--- src/rtl/inst_align_pkg.sv ---
// Shared front-end definitions: halfword width, RVC classification and the
// instruction bundle handed from the realigner to the decoder stage.
package inst_align_pkg;

    localparam int HW_W     = 16;
    localparam int INST_W   = 32;
    localparam int PC_W_MAX = 64;

    typedef struct packed {
        logic [INST_W-1:0]   inst;
        logic [PC_W_MAX-1:0] pc;
        logic                is16;
        logic                illegal16;
    } inst_bundle_t;

    // Any halfword whose low two bits are not 2'b11 starts a compressed instruction.
    function automatic logic is_rvc(input logic [HW_W-1:0] hw);
        return hw[1:0] != 2'b11;
    endfunction

    // Number of halfwords occupied by an instruction starting with this halfword.
    function automatic logic [1:0] inst_hw_len(input logic [HW_W-1:0] hw);
        return is_rvc(hw) ? 2'd1 : 2'd2;
    endfunction

endpackage

--- src/rtl/inst_align_hq.sv ---
// Small halfword shift buffer: pops 0/1/2 halfwords from the head, then appends
// 0/1/2 halfwords at the resulting tail in the same cycle.
module inst_align_hq
    import inst_align_pkg::*;
#(
    parameter int DEPTH = 3
) (
    input  logic            clk,
    input  logic            rst,
    input  logic            clr,
    input  logic [1:0]      pop_n,
    input  logic [1:0]      push_n,
    input  logic [HW_W-1:0] push_a,
    input  logic [HW_W-1:0] push_b,
    output logic [HW_W-1:0] hq0,
    output logic [HW_W-1:0] hq1,
    output logic [1:0]      cnt
);

    logic [HW_W-1:0] hq_q [DEPTH];
    logic [HW_W-1:0] hq_d [DEPTH];
    logic [1:0]      cnt_q;
    logic [1:0]      cnt_d;

    logic [HW_W-1:0] shifted [DEPTH];
    logic [1:0]      base;

    always_comb begin
        base = cnt_q - pop_n;
        for (int i = 0; i < DEPTH; i++) begin
            shifted[i] = '0;
            if (i + int'(pop_n) < DEPTH) begin
                shifted[i] = hq_q[2'(i + int'(pop_n))];
            end
        end

        // Push lands at the post-pop tail; the caller never overfills the buffer.
        hq_d = shifted;
        for (int i = 0; i < DEPTH; i++) begin
            if (push_n != 2'd0 && i == int'(base)) begin
                hq_d[i] = push_a;
            end
            if (push_n == 2'd2 && i == int'(base) + 1) begin
                hq_d[i] = push_b;
            end
        end
        cnt_d = base + push_n;

        if (clr) begin
            for (int i = 0; i < DEPTH; i++) begin
                hq_d[i] = '0;
            end
            cnt_d = 2'd0;
        end
    end

    always_ff @(posedge clk) begin
        if (rst) begin
            for (int i = 0; i < DEPTH; i++) begin
                hq_q[i] <= '0;
            end
            cnt_q <= 2'd0;
        end else begin
            hq_q  <= hq_d;
            cnt_q <= cnt_d;
        end
    end

    assign hq0 = hq_q[0];
    assign hq1 = hq_q[1];
    assign cnt = cnt_q;

endmodule

--- src/rtl/inst_align.sv ---
// Instruction realigner: turns aligned 32-bit fetch words into a stream of
// complete 16/32-bit instructions with their PCs, honouring redirects.
module inst_align
    import inst_align_pkg::*;
#(
    parameter int PC_W     = 64,
    parameter int HQ_DEPTH = 3
) (
    input  logic              clk,
    input  logic              rst,
    input  logic              fetch_valid,
    output logic              fetch_ready,
    input  logic [31:0]       fetch_data,
    input  logic [PC_W-1:0]   fetch_pc,
    input  logic              flush_valid,
    input  logic [PC_W-1:0]   flush_pc,
    output logic              inst_valid,
    input  logic              inst_ready,
    output logic [31:0]       inst,
    output logic [PC_W-1:0]   inst_pc,
    output logic              inst_is16,
    output logic              inst_illegal16
);

    // Handshake: a transfer happens on a port in any cycle where both valid and
    // ready are high; valid never depends on ready, and flush suppresses both.

    logic [PC_W-1:0] head_pc_q, head_pc_d;
    logic            skip_lo_q, skip_lo_d;

    logic [HW_W-1:0] hq0, hq1;
    logic [1:0]      cnt;
    logic            h16;
    logic            do_push, do_pop;
    logic [1:0]      pop_n, push_n;
    logic [1:0]      cnt_after_pop;
    logic [HW_W-1:0] push_a, push_b;
    inst_bundle_t    bundle;
    logic            flush_pc_unused;

    assign flush_pc_unused = ^{flush_pc[PC_W-1:2], flush_pc[0]};

    assign h16        = is_rvc(hq0);
    assign inst_valid = ~flush_valid &
                        ((cnt >= 2'd1 & h16) | (cnt >= 2'd2 & ~h16));
    // Uses pre-pop occupancy so a same-cycle pop never feeds back into ready.
    assign fetch_ready = ~rst & ~flush_valid & (cnt <= 2'd1);

    assign do_push = fetch_valid & fetch_ready;
    assign do_pop  = inst_valid & inst_ready;

    always_comb begin
        pop_n  = do_pop ? inst_hw_len(hq0) : 2'd0;
        push_n = 2'd0;
        push_a = fetch_data[15:0];
        push_b = fetch_data[31:16];
        if (do_push) begin
            push_n = skip_lo_q ? 2'd1 : 2'd2;
            if (skip_lo_q) begin
                push_a = fetch_data[31:16];
            end
        end
        cnt_after_pop = cnt - pop_n;
    end

    always_comb begin
        head_pc_d = head_pc_q;
        skip_lo_d = skip_lo_q;
        if (flush_valid) begin
            skip_lo_d = flush_pc[1];
        end else begin
            if (do_pop) begin
                head_pc_d = head_pc_q + (h16 ? PC_W'(2) : PC_W'(4));
            end
            if (do_push) begin
                skip_lo_d = 1'b0;
                // An empty buffer takes its head address from the incoming word.
                if (cnt_after_pop == 2'd0) begin
                    head_pc_d = fetch_pc + (skip_lo_q ? PC_W'(2) : PC_W'(0));
                end
            end
        end
    end

    always_ff @(posedge clk) begin
        if (rst) begin
            head_pc_q <= '0;
            skip_lo_q <= 1'b0;
        end else begin
            head_pc_q <= head_pc_d;
            skip_lo_q <= skip_lo_d;
        end
    end

    inst_align_hq #(
        .DEPTH (HQ_DEPTH)
    ) u_hq (
        .clk    (clk),
        .rst    (rst),
        .clr    (flush_valid),
        .pop_n  (pop_n),
        .push_n (push_n),
        .push_a (push_a),
        .push_b (push_b),
        .hq0    (hq0),
        .hq1    (hq1),
        .cnt    (cnt)
    );

    // Flags are qualified with inst_valid so an empty buffer reads as all-zero.
    always_comb begin
        bundle.inst      = h16 ? {16'b0, hq0} : {hq1, hq0};
        bundle.pc        = PC_W_MAX'(head_pc_q);
        bundle.is16      = h16 & inst_valid;
        bundle.illegal16 = h16 & (hq0 == '0) & inst_valid;
    end

    assign inst           = bundle.inst;
    assign inst_pc        = bundle.pc[PC_W-1:0];
    assign inst_is16      = bundle.is16;
    assign inst_illegal16 = bundle.illegal16;

endmodule

--- config.mk ---
export PLATFORM = sky130hd
export DESIGN_NAME = inst_align
export DESIGN_NICKNAME = d
export VERILOG_FILES = /design/src/rtl/inst_align_pkg.sv /design/src/rtl/inst_align_hq.sv /design/src/rtl/inst_align.sv
export SDC_FILE = /design/constraint.sdc
export NUM_CORES = 1
export LEC_CHECK = 0
export ABC_AREA = 0
export CORE_ASPECT_RATIO = 1.25
export CORE_MARGIN = 2
export CORE_UTILIZATION = 51
export CTS_CLUSTER_SIZE = 10
export DETAILED_ROUTE_END_ITERATION = 8
export PLACE_DENSITY = 0.87
export RECOVER_POWER = 100
export SLEW_MARGIN = 10
export SYNTH_ARGS = -nofsm -noshare
export SYNTH_HDL_FRONTEND = slang
export SYNTH_SLANG_ARGS = --single-unit
--- constraint.sdc ---
create_clock -name clk -period 7.3 [get_ports clk]
set_input_delay 2.19 -clock clk [delete_from_list [all_inputs] [get_ports clk]]
set_output_delay 2.19 -clock clk [all_outputs]
set_load 0.05 [all_outputs]
==> impl_metrics.ini, run 1 <==
[outcome]
violations = capacitance limit, slew limit
outcome = complete, but fails checks

[final_layout]
num_antenna_cells = 0
stdcell_area_um2 = 10840
final_util = 0.6743
final_nets = 1475
drive_above_1_share = 0.06008
syn_to_final_growth_pct = 30.18

[critical_path]
path_common_cell = dlygate4sd3_1
worstSetupPathType = primary input to output pin
crit_chain = dlygate4sd3_1, clkbuf_1, nor2_1, dlygate4sd3_1
slowest_stage = dlygate4sd3_1
path_max_fanout = 16
cpPeakStageDelay_ns = 0.80
end_kind = output pin
worstPathArrival_ns = 4.52
required_ns = 5.11
start_kind = primary input

[clock_network]
clock_path_buffers = 2
postCtsHoldBufs = 0
cts_buffers = 17
cts.sinks = 115
cts-resized-gates = 0
root_buffer = clkbuf_16
cts_max_level = 4
clkTransAtPathRegs_ns = 0.05
postCtsSetupRepairBufs = 0
clock_latency_ns = 0.43
cts_tree = yes

[power]
power_frac_comb = 0.195
power.total_mw = 1.810
cellInternalPower_mw = 1.266
power_switching_mw = 0.5447
p_sw_frac = 0.3008
power_density_nw_per_um2 = 167.1
clockPowerShare = 0.422
peakVddDrop_uv = 166.9
pwr-share-seq = 0.383
p_leak_nw = 4.249

[global_routing]
use_met3 = 0.06444
grt_max_degree = 69
grt_pass1_wl_mm = 44.40
overflow = 0
met2_usage = 0.5358
grt-busiest-layer = met2
met1_usage = 0.3630
grt_pass1_vias = 8919
antenna_found_initial = 0
grtUsageTotal = 0.3160

[sta]
setup_viol_count_final = 0
fmax_ghz = 0.1490
rsz0062_at_grt = false
tightest_slew_ns = 2.100
skew_ns = 0.008461
relSlewSlack = -0.4051
hold_viol = 0
tns_ns = 0
fin_ws_ns = 0.5888
layout_min_cycle_time_ns = 6.711
period_share = 0.9193
maxSlewViolCount = 64

[route]
vias = 9564
drc = 0
first_pass_iters = 6
drt_wl_total_mm = 28.37
antenna_left = 0
avgRoutedWirePerCell_um = 18.53
first_iter_violations = 980
vias_per_cell = 6.247

[yosys]
synth_top_area_share = 0.2766
syn_area_per_cell_um2 = 7.213
yosys_warnings = 0
synthArstFlopShare = 0
yosys-top-cells-area = dfxtp_1 28%, nor2_1 8.0%, xnor2_1 6.4%
synthDistinctLibCells = 62
syn_inst = 1154
ys_seq_elements = 115
synth_flop_cell = dfxtp_1
ys_top_cells_by_count = 177 x nor2_1, 131 x nand2_1, 115 x dfxtp_1
yosysMostFrequentCell = nor2_1
synth_fp_nets = 1326
synth_area_leader_cell = dfxtp_1
syn_area_um2 = 8324
ys_seq_area_frac = 0.2766
synth-edff-count = 0

[die]
fp.dieH_um = 146.8
coreArea_um2 = 16070
start_util = 0.5180
ios = 265
chipWidth_um = 118.3
rows = 52
dieArea_um2 = 17370

[placed_design]
hpwl_mm = 19.95
post_dp_cell_area_um2 = 10340
place_ws_ns = 1.125
gp_routability_congestion = 0.9174
numPortBuffers = 201

[worst_hold_path]
min-delay-path-class = register to register

[run]
maxCapViolations = 2
flip-flops by register name, summed over array words and instances, names as in the netlist:
register / count
u_hq.hq1: 16
u_hq.hq0: 16
u_hq.cnt: 2
inst_pc: 64
u_hq.hq_q: 16
skip_lo_q: 1
stage by stage:
stage	std cells	hold slack (ns)
2_1_floorplan	1154	0.4572
3_3_place_gp	1500	0.4508
3_5_place_dp	1500	0.4623
4_1_cts	1531	0.4698
5_1_grt	1531	0.5016
6_report	1531	0.4635
layout by cell type (no fill, tap or decap), types with 3 or more instances in the layout:
cell type	netlist	final
and4_1	10	10
nor2b_1	3	3
or2_2	6	6
a21oi_1	42	42
inv_1	21	21
a311oi_1	3	3
or3_1	8	8
mux2i_1	22	22
dlygate4sd3_1	0	100
nor3_1	26	26
clkbuf_8	0	5
a22o_1	16	16
o21a_1	4	4
a31oi_1	36	36
a22oi_1	3	3
clkbuf_1	57	8
o22ai_1	19	19
o21ai_0	71	70
xnor2_1	61	61
nor2_1	177	177
nand3_1	47	47
nor4_1	21	21
clkdlybuf4s50_1	0	100
nand2_1	131	132
and2_1	10	9
mux2_2	14	14
and3_1	42	42
xor2_1	39	39
nand4_1	38	38
clkbuf_16	0	17
o211ai_1	4	4
clkinv_2	0	3
ha_1	7	7
a211oi_1	30	30
dfxtp_1	115	115
buf_4	16	13
worst paths after layout:
check / slack, ns / start / endpoint / cells past startpoint
worst max-delay path: 0.59 / flush_valid / inst_valid / 4
worst min-delay path: 0.46 / inst_pc[0] / inst_pc[0] / 2
worst max register to register: 2.31 / u_hq.hq0[1] / inst_pc[53] / 12
worst min register to register: 0.46 / inst_pc[0] / inst_pc[0] / 2
layer usage:
metal	part of all wire	wire [µm]
met2	0.49	13800
met3	0.097	2755
met4	0.049	1382
met5	0	0
met1	0.37	10430
cell families after synthesis:
group | count (synthesis) | share of synthesized area
buf+inv | 108 | 0.05802
fa+ha+maj | 7 | 0.01052
simple gates | 540 | 0.3159
compound gates | 248 | 0.1883
xor+xnor | 100 | 0.1052
flops | 115 | 0.2766
mux | 36 | 0.04539
layout make-up:
cell class	instances	area, µm²
Inverter	22	82.58
Sequential cell	115	2302
Tap cell	216	270.3
Clock buffer	27	513.0
Timing Repair Buffer	216	2111
Clock inverter	4	22.52
Fill cell	1351	5234
Multi-Input combinational cell	931	5535
power groups by stage:
stage	clock network (mW)	registers, mW	logic (mW)
2_1_floorplan	0	0.770	0.130
3_3_place_gp	0	0.704	0.353
3_5_place_dp	0	0.705	0.358
4_1_cts	0.762	0.692	0.360
5_1_grt	0.794	0.696	0.373
6_report	0.763	0.694	0.354
critical path, delay by kind of cell:
| kind | cells | cell delay (ns) |
|---|---|---|
| buf+inv | 3 | 2.19 |
| simple gates | 1 | 0.13 |
(Power assumes the default switching activity.)
==> run 2: changes to the inputs <==
--- a/config.mk
+++ b/config.mk
@@ -8,10 +8,11 @@
 export ABC_AREA = 0
 export CORE_ASPECT_RATIO = 1.25
 export CORE_MARGIN = 2
-export CORE_UTILIZATION = 51
+export CORE_UTILIZATION = 55
 export CTS_CLUSTER_SIZE = 10
 export DETAILED_ROUTE_END_ITERATION = 8
-export PLACE_DENSITY = 0.87
+export DONT_BUFFER_PORTS = 1
+export PLACE_DENSITY = 0.7
 export RECOVER_POWER = 100
 export SLEW_MARGIN = 10
 export SYNTH_ARGS = -nofsm -noshare
==> run 2 against run 1 <==
The run still ends with capacitance limit, slew limit left; non-clock buffer count fell by 202; clock skew fell by 0.0016 ns; register-to-register slack improved by 0.06 ns; via count fell by 13%; fmax rose by 11%; first-iteration DRC count fell by 32%; critical endpoint is now inst_pc[62]; largest power group unchanged.
==> impl_metrics.ini, run 2 (synthesized netlist as in run 1, its figures left out) <==
[placed_design]
hpwl_mm = 18.28
gp_routability_congestion = 0.9401
post_dp_cell_area_um2 = 8287
numPortBuffers = 0
dpl.cell_count = 1264
place_ws_ns = 1.883

[sta]
skew_ns = 0.006887
tightest_slew_ns = 1.730
fin_ws_ns = 1.273
relSlewSlack = -0.1537
holdWs_ns = 0.4941
tns_ns = 0
setup_viol_count_final = 0
layout_min_cycle_time_ns = 6.027
period_share = 0.8257
maxSlewViolCount = 98
hold_viol = 0
rsz0062_at_grt = false
fmax_ghz = 0.1659

[route]
first_iter_violations = 666
avgRoutedWirePerCell_um = 20.15
drc = 0
maxUsedRoutingLayer = met4
vias = 8316
antenna_left = 0
wl_met1_mm = 10.22
vias_per_cell = 6.422
drt_wl_total_mm = 26.10
dr_wl_met3_mm = 2.073
first_pass_iters = 8
wl_met2_mm = 13.02

[critical_path]
start_kind = primary input
r2r_slack_ns = 2.37
cpPeakStageDelay_ns = 1.31
required_ns = 7.64
worstSetupPathType = primary input to register
r2r_cells = 11
worstSetupPathDepth = 10
r2r-end = inst_pc[62]
end_kind = register
critPathTopFamily = simple AND/OR/NAND/NOR gates
path_common_cell = nand2_1
crit_end = inst_pc[62]
cp_num_buf_inv = 2
r2r_start = u_hq.cnt[1]
crit_path_start = flush_valid
crit_chain = nor3_1, buf_4, and2_0, ha_1, nand2_1, a21o_4, clkbuf_1, nand2_1, or3_1, o211ai_1
path_max_fanout = 61
worstPathArrival_ns = 6.37
slowest_stage = clkbuf_1

[run]
maxCapViolations = 4

[clock_network]
root_buffer = clkbuf_16
cts_tree = yes
cts-resized-gates = 0
postCtsSetupRepairBufs = 0
cts_max_level = 4
clock_path_buffers = 2
clkTransAtPathRegs_ns = 0.05
clock_latency_ns = 0.42
cts.sinks = 115
cts_buffers = 17
postCtsHoldBufs = 0

[final_layout]
final_common_cell = nor2_1
seq_area_um2 = 2302
largest_register_ffs = 64
final_nets = 1273
final_util = 0.5894
drive_above_1_share = 0.06559
multi_input_area_um2 = 5524
num_antenna_cells = 0
fill_cells = 1445
syn_to_final_growth_pct = 5.426
final_cell_mix = 178 x nor2_1, 132 x nand2_1, 115 x dfxtp_1
stdcell_area_um2 = 8776
fin_cells = 1295

[die]
chipWidth_um = 114.0
coreArea_um2 = 14890
start_util = 0.5591
ios = 265
dieArea_um2 = 16140
fp.dieH_um = 141.5
rows = 50

[power]
p_leak_nw = 3.161
power.total_mw = 1.716
power_density_nw_per_um2 = 195.6
peakVddDrop_uv = 152.6

[global_routing]
overflow = 0
antenna_found_initial = 0
grtUsageTotal = 0.3167
grt_pass1_wl_mm = 40.51
grt_pass1_vias = 7846
grt_max_degree = 62

[worst_hold_path]
min-delay-path-class = register to register

[outcome]
violations = capacitance limit, slew limit
outcome = complete, but fails checks
[run 2: cell count changes in the layout (fill, tap and decap cells not counted), sizes merged]
| cell | before | now |
|---|---|---|
| dlygate4sd3 | 100 | 0 |
| clkinv | 3 | 4 |
| bufinv | 0 | 1 |
| buf | 13 | 10 |
| clkdlybuf4s50 | 100 | 0 |
| clkinvlp | 1 | 0 |
[run 2: layer usage]
metal,GRT usage,vias up
met3,0.08757,65
met5,0,-
met2,0.5514,354
li1,-,4018
met1,0.3605,3879
met4,0.1386,0
[run 2: worst min path at each step]
stage	startpoint	end	cells past startpoint
after floorplan	u_hq.hq1[1]	u_hq.hq1[1]	1
after global placement	u_hq.hq1[4]	u_hq.hq1[4]	1
after detailed placement	u_hq.hq1[4]	u_hq.hq1[4]	1
after CTS	u_hq.hq1[4]	u_hq.hq1[4]	1
after global routing	u_hq.hq1[4]	u_hq.hq1[4]	1
final	u_hq.hq1[4]	u_hq.hq1[4]	1
[run 2: area by class of cell]
type,instances,share of cell area
clock buffers,26,0.05689
clock inverters,5,0.005703
inverters,22,0.009410
multi-input cells,931,0.6295
flip-flops and latches,115,0.2623
well taps,182,0.02595
repair buffers,14,0.01027
[run 2: power by group]
| part | switching [mW] | total, mW | leakage, nW | internal, mW |
|---|---|---|---|---|
| Sequential | 0.121 | 0.776 | 0.934 | 0.654 |
| Clock | 0.290 | 0.789 | 0.274 | 0.499 |
| Combinational | 0.0903 | 0.151 | 1.95 | 0.0610 |
| Total | 0.502 | 1.72 | 3.16 | 1.21 |
[run 2: worst reg2reg max path, stage by stage, from the launching register on]
cell	delay (ns)
dfxtp_1	0.57
nor2_1	0.13
nor3_1	0.16
buf_4	0.24
and2_0	0.20
ha_1	0.28
nand2_1	0.15
a21o_4	0.55
clkbuf_1	1.32
nand2_1	0.66
or3_1	0.51
o211ai_1	0.09
